[src/rtl/phys_pkg.sv]
// phys_pkg: shared vertical-physics constants, types and state encoding
package phys_pkg;
  localparam int G       = 14;
  localparam int V_JUMP  = 84;
  localparam int V_MAX   = 70;
  localparam int Y_CEIL  = 400;
  localparam int Y_SPAWN = 200;
  typedef logic [8:0] pos_t;
  typedef logic [8:0] vel_t;
  typedef enum logic [1:0] {
    ST_GROUND = 2'b00,
    ST_RISE   = 2'b01,
    ST_FALL   = 2'b10
  } state_t;
endpackage

[src/rtl/phys_step.sv]
// phys_step: one physics tick of position/velocity, widened to 11-bit signed
module phys_step (
  input  logic [8:0]         y,
  input  logic [8:0]         v,
  input  logic [8:0]         g,
  output logic signed [10:0] y_n,
  output logic signed [10:0] v_n
);
  // y is unsigned, v is two's complement; the half-gravity term truncates toward zero
  always_comb begin
    y_n = $signed({2'b00, y} + {{2{v[8]}}, v} - {3'b000, g[8:1]});
    v_n = $signed({{2{v[8]}}, v} - {2'b00, g});
  end
endmodule

[src/rtl/jump_ctrl.sv]
// jump_ctrl: player vertical motion FSM (ground, rise, fall) with landing pulse
module jump_ctrl
  import phys_pkg::*;
#(
  parameter int Y_CEIL_P = Y_CEIL
) (
  input  logic       clk,
  input  logic       rst,
  input  logic       tick,
  input  logic       jump_req,
  input  logic [8:0] y_floor,
  output logic [8:0] y,
  output logic [8:0] v,
  output logic       airborne,
  output logic       landed,
  output logic [1:0] state
);
  pos_t   y_q, y_d;
  vel_t   v_q, v_d;
  state_t state_q, state_d;
  logic   landed_q, landed_d, jmp_q, jmp_d, go;
  logic signed [10:0] y_n, v_n, v_clamp, floor_s;
  phys_step u_step (
    .y   (y_q),
    .v   (v_q),
    .g   (9'(G)),
    .y_n (y_n),
    .v_n (v_n)
  );
  // next-state: a request is remembered only until the next tick, consumed or not
  always_comb begin
    go       = jmp_q | jump_req;
    jmp_d    = tick ? 1'b0 : go;
    floor_s  = $signed({2'b00, y_floor});
    v_clamp  = (v_n < 11'(-V_MAX)) ? 11'(-V_MAX) : v_n;
    y_d      = y_q;
    v_d      = v_q;
    state_d  = state_q;
    landed_d = 1'b0;
    if (tick) begin
      case (state_q)
        ST_GROUND: begin
          if (go) begin
            v_d     = 9'(V_JUMP);
            state_d = ST_RISE;
          end else if (y_q > y_floor) begin
            v_d     = '0;
            state_d = ST_FALL;
          end else begin
            y_d = y_floor;
            v_d = '0;
          end
        end
        ST_RISE: begin
          if (y_n >= 11'(Y_CEIL_P)) begin
            y_d     = 9'(Y_CEIL_P);
            v_d     = '0;
            state_d = ST_FALL;
          end else begin
            y_d     = y_n[8:0];
            v_d     = v_n[8:0];
            state_d = (v_n <= 0) ? ST_FALL : ST_RISE;
          end
        end
        default: begin
          if (y_n <= floor_s) begin
            y_d      = y_floor;
            v_d      = '0;
            state_d  = ST_GROUND;
            landed_d = 1'b1;
          end else begin
            y_d     = y_n[8:0];
            v_d     = v_clamp[8:0];
            state_d = ST_FALL;
          end
        end
      endcase
    end
  end
  // state registers; reset drops the sprite back to spawn height in free fall
  always_ff @(posedge clk) begin
    if (rst) begin
      y_q      <= 9'(Y_SPAWN);
      v_q      <= '0;
      state_q  <= ST_FALL;
      landed_q <= 1'b0;
      jmp_q    <= 1'b0;
    end else begin
      y_q      <= y_d;
      v_q      <= v_d;
      state_q  <= state_d;
      landed_q <= landed_d;
      jmp_q    <= jmp_d;
    end
  end
  assign y        = y_q;
  assign v        = v_q;
  assign state    = state_q;
  assign landed   = landed_q;
  assign airborne = state_q != ST_GROUND;
endmodule

[config.mk]
export PLATFORM = sky130hd
export DESIGN_NAME = jump_ctrl
export DESIGN_NICKNAME = d
export VERILOG_FILES = /design/src/rtl/phys_pkg.sv /design/src/rtl/phys_step.sv /design/src/rtl/jump_ctrl.sv
export SDC_FILE = /design/constraint.sdc
export NUM_CORES = 1
export LEC_CHECK = 0
export ABC_AREA = 1
export CORE_MARGIN = 5
export CORE_UTILIZATION = 27
export CTS_BUF_LIST = sky130_fd_sc_hd__clkbuf_16
export CTS_CLUSTER_SIZE = 16
export DETAILED_ROUTE_END_ITERATION = 8
export GPL_ROUTABILITY_DRIVEN = 0
export GPL_TIMING_DRIVEN = 0
export SLEW_MARGIN = 5
export SYNTH_ARGS = -nofsm -noshare
export SYNTH_HDL_FRONTEND = slang
export SYNTH_SLANG_ARGS = --single-unit
[constraint.sdc]
create_clock -name clk -period 7.4 [get_ports clk]
set_input_delay 1.48 -clock clk [delete_from_list [all_inputs] [get_ports clk]]
set_output_delay 1.48 -clock clk [all_outputs]
set_load 0.005 [all_outputs]
; ---- Word-level counts from Yosys, hierarchy flattened
; Cells that the tools add are included.
[totals]
regBits = 22
inputBits = 13
output_inout_bits = 22
elab_cells = 42
[classes]
addsub = 3
magnitude_cmp = 5
eq_ne = 4
n_mux = 17
bitwise_logic = 2
n_reduce_logical = 6
[op_table]
columns = operator, n
row1 = $mux W9, 7
row2 = $pmux W9 S2, 2
row3 = $add A10 B9 Y11, 1
row4 = $ge A11 B10 Y1 const B, 1
row5 = $le A11 B10 Y1, 1
row6 = $sub A11 B3 Y11 const B, 1
row7 = $le A10 B1 Y1 const B, 1
row8 = $lt A10 B8 Y1 const B, 1
row9 = $mux W2, 5
row10 = $sub A9 B5 Y10 const B, 1
row11 = $gt A9 B9 Y1, 1
row12 = $mux W7, 1
row13 = $ne A2 B2 Y1 const B, 2
row14 = $pmux W2 S2, 1
row15 = $reduce_or A4 Y1, 1
row16 = $ne A3 B3 Y1 const B, 1
row17 = $reduce_and A3 Y1, 1
row18 = $eq A2 B1 Y1 const B, 1
row19 = $logic_not A2 Y1, 1
row20 = $reduce_and A2 Y1, 1
row21 = $reduce_bool A2 Y1, 1
row22 = $reduce_or A2 Y1, 1
row23 = $mux W1, 1
row24 = $not A1 Y1, 1
row25 = $or A1 B1 Y1, 1

; ---- Depth between registers and ports, before layout
[depth]
ltp_word = 5
mapped_depth = 27
depth_no_buf = 27

; ---- Cells and area by module
; A second synthesis with hierarchy kept.
[unflattened]
cells_unflattened = 506
hier_area_um2 = 3090.5
[by_module_without_submodules]
columns = mod, instances, cells_each, area_each_um2, seq_area_each_um2
row1 = jump_ctrl, 1, 276, 1729.2, 440.4
row2 = phys_step, 1, 230, 1361.3, 0.0

; ---- Worst setup path before layout
; Ideal clock, no wire load.
[synth_path]
path_kind = input -> register
start = input port y_floor[2]
end = register y_q[1], in the netlist y[1]
setup_ps = 117
t_arrival_ps = 3167
required_ps = 7283
setup_slack_ps = 4116
path_stages = 16
path_buffers = 1
path_cell_list = inv_1 -> ha_1 -> a21oi_1 -> o21a_1 -> o21ai_0 -> nand2_1 -> nand2_1 -> a21oi_1 -> o21bai_1 -> nand3_1 -> nand3_1 -> inv_1 -> clkbuf_1 -> nand2_1 -> nor2_1 -> nor2_1
[synth_via]
elab_chain_cells = 3
word_cells_on_any_way = 6
cone_classes = 2 x order compare / 1 x eq/ne / 2 x mux / 1 x reduce/logical
[synth_lines]
columns = item, line_no
row1 = from (decl), jump_ctrl.sv:11  ; input logic [8:0] y_floor,
row2 = $le A11 B10 Y1 or $gt A9 B9 Y1 (tied branches), "jump_ctrl.sv:66, jump_ctrl.sv:46"
row3 = $mux W9 or $ne A2 B2 Y1 (tied branches), --
row4 = $pmux W9 S2 or $reduce_and A3 Y1 (tied branches), --
row5 = to (signal assigned), jump_ctrl.sv:83  ; y_q <= 9'(Y_SPAWN);
row6 = to (signal assigned), jump_ctrl.sv:89  ; y_q <= y_d;
row7 = to (decl), jump_ctrl.sv:18  ; pos_t y_q, y_d;
; Parallel ways exist; a longest one is shown, timed or not.
; A chain may end at the register's enable or synchronous reset.

; ---- Worst setup path in the final report
; Same ends and word-level chain as after synthesis.

==> flow_metrics.tcl <==
set metrics [dict create \
    cp_top_family "buffers and inverters" \
    crit_buf_inv 4 \
    fmax_mhz 254 \
    crit_required_ns 7.56 \
    ant_nets 0 \
    cts-root-buf "clkbuf_16" \
    rr_endpoint "v[2]" \
    synth-xor-area-share_pct 3.32 \
    ys_seq_area_share_pct 18.0 \
    synthToLayoutAreaGrowth_pct 23.3 \
    hold_class "flip-flop to flip-flop" \
    path_class "primary input to flip-flop" \
    drv_cap 0 \
    cts_resized 0 \
    hold_violations 0 \
    synth_enable_flop_cells 0 \
    synth_simple_gate_area_share_pct 34.7 \
    ys_seq_elements 21 \
    drt_first_iter_violations 75 \
    r2r_start "v[3]" \
    drc 0 \
    cp_slowest_cell "clkdlybuf4s50_1" \
    die_h_um 103 \
    status "finished, final reports clean" \
    dieArea_sq_um 10600 \
    r2r_cells 23 \
    final.setup.tns_ns 0 \
    yosys.area.top_type "dfxtp_1" \
    final_layout_size_suffix_gt1_share_pct 6.50 \
    yosys_warnings 0 \
    register_area_sq_um 420 \
    ctsHoldBuffers 0 \
    hpwl_um 5300 \
    multi_input_comb_area_sq_um 1650 \
    fillers 959 \
    grt_pass1_vias 2337 \
    vias 2365 \
    fp-row-count 34 \
    worst_setup_path_start_kind "primary input" \
    clk_latency_ns 0.26 \
    slew_headroom_pct 66.6 \
    cp_common_cell "nand2_1" \
    synthesis.area_sq_um 2340 \
    dieWidth_um 103 \
    drt-total-wl_um 6430 \
    synth_top_family_by_area "simple AND/OR/NAND/NOR gates" \
    cts_setup_buffers 0 \
    grt_max_degree 13 \
    rsz0062_at_grt "no" \
    synth_area_leaders "dfxtp_1 (18%), ha_1 (17%), nand2_1 (14%), inv_1 (10%), nand3_1 (7.1%)" \
    worstMarginPinSlew_ns 0.499 \
    cts_tree "built" \
    min_period_ns 3.94 \
    num_antenna_cells 0 \
    antenna_found_initial 0 \
    syn_nets 410 \
    wire_per_inst_um 12.7 \
    cp_cell_sequence "clkdlybuf4s50_1 > inv_1 > ha_1 > a21oi_1 > o21a_1 > o21ai_0 > nand2_1 > nand2_1 > a21oi_1 > o21bai_1 > nand3_1 > nand3_1 > inv_1 > clkbuf_1 > nand2_1 > nor2_1 > nor2_1" \
    worst_hold_path.num_cells 2 \
    ioPinCount 35 \
    max_stage_delay_ns 0.49 \
    syn_area_per_cell_sq_um 6.44 \
    drt_pass1_iterations 4 \
    synth.distinct_cells 38 \
    clk_pin_slew_ns 0.07 \
    final_util_pct 33.5 \
    overflow 0 \
    min_to "jmp_q" \
    end_kind "flip-flop" \
    cts_buffers 3 \
    hold_path.startpoint "jmp_q" \
    vias_per_cell 4.66 \
    h-tree-depth 1 \
    worstPathMaxFanout 10 \
    nets 448 \
    drv_slew 0 \
    grt_pass1_wl_um 10900 \
    async_reset_ff_share_pct 0 \
    finalCritPeriodShare_pct 53.3 \
    arrival_ns 4.10 \
    fin_skew_ns 0.00406 \
    synth_mux_area_share_pct 0 \
    port-buffer-count 33 \
    ys.flop_type "dfxtp_1" \
    synthCells 363 \
    start_util_pct 27.2 \
    setup_viol 0 \
    clock_path_buffers 2 \
    core_sq_um 8590 \
    gr-usage-all-layers_pct 12.9 \
    synth_fa_ha_area_share_pct 18.8 \
    cp-startpoint "y_floor[2]" \
    r2r_slack_ns 3.76 \
    synth-compound-area-share_pct 13.5 \
    clock_sinks 21 \
    netlist.area_leader.share_pct 18.0 \
]
-- cell usage after synthesis, types with 2 or more instances --
cell       n
a21oi_1   21
a21oi_2    4
dfxtp_1   21
fa_1       2
ha_1      32
inv_1     63
nand2_1   87
nand2_2    5
nand2_4    2
nand3_1   33
nand3b_1   4
nand4_1   10
nor2_1    24
nor3_1     3
o21a_1     2
o21ai_0   19
o21ai_1    2
o21bai_1   2
or2_2      2
xor2_1     7
-- kinds of logic (layout without fill, tap and decap cells) --
kind of cell,count (synthesis),after routing
DFF,21,21
other,1,1
adders and majority gates,34,34
AOI/OAI and AO/OA,55,55
and+or+nand+nor,176,176
buffers and inverters,68,105
xor gates and xnor gates,8,8
-- area by class of cell --
| class | count | share of cell area [%] |
|---|---|---|
| Multi-Input combinational cell | 274 | 57.2 |
| Buffer | 4 | 0.955 |
| Timing Repair Buffer | 33 | 11.5 |
| Inverter | 64 | 8.33 |
| Sequential cell | 21 | 14.6 |
| Clock inverter | 1 | 0.174 |
| Tap cell | 108 | 4.69 |
| Clock buffer | 3 | 2.60 |
-- sequential cells by signal, summed over array words and instances (netlist names) --
register and flops:
jmp_q 1, landed 1, state 2, v 8, y 9
-- worst reg2reg max path, delay by kind of cell (launching register included) --
kind,cells,cell delay (ns)
compound gates,1,0.15
xor+xnor,1,0.33
fa+ha+maj,3,0.96
buf+inv,5,0.52
flops,1,0.40
simple gates,13,1.20
-- cells in the final DEF (no fill, tap or decap), types with 2 or more instances in the layout --
cell type / netlist / layout
o21a_1: 2 / 2
nand2_4: 2 / 2
inv_1: 63 / 63
o21ai_1: 2 / 2
a21oi_1: 21 / 21
nor3_1: 3 / 3
fa_1: 2 / 2
or2_2: 2 / 2
o21bai_1: 2 / 2
nand3b_1: 4 / 4
dfxtp_1: 21 / 21
clkbuf_16: 0 / 3
nand3_1: 33 / 33
o21ai_0: 19 / 19
nor2_1: 24 / 24
nand4_1: 10 / 10
clkdlybuf4s50_1: 0 / 33
nand2_1: 87 / 87
a21oi_2: 4 / 4
nand2_2: 5 / 5
xor2_1: 7 / 7
ha_1: 32 / 32
-- layer usage --
layer | global-route usage [%] | vias to the layer above | part of all wire, %
li1 | - | 1259 | -
met1 | 16.8 | 1053 | 48
met2 | 22.2 | 41 | 47
met3 | 1.56 | 12 | 3.0
met4 | 3.98 | 0 | 1.8
met5 | 0 | - | 0
-- worst max path at each step --
stage          endpoint  slack, ns  cells after the start
2_1_floorplan      y[1]       4.12                     16
3_3_place_gp       y[5]       3.16                     13
3_5_place_dp       y[1]       3.17                     13
4_1_cts            y[1]       3.45                     13
5_1_grt            y[5]       3.08                     17
6_report           y[1]       3.46                     17
-- through the flow --
step / instance area (sq um) / worst slack, ns / hold WS [ns] / std cells
after floorplan: 2340 / 4.12 / 0.458 / 363
after global placement: 2800 / 3.16 / 0.486 / 504
after detailed placement: 2800 / 3.17 / 0.489 / 504
after CTS: 2880 / 3.45 / 0.504 / 508
after global routing: 2880 / 3.08 / 0.524 / 508
final: 2880 / 3.46 / 0.500 / 508
Power is left out: the tool's default activity adds up to more than one toggle a clock period on the data nets, which glitch-free logic cannot reach.
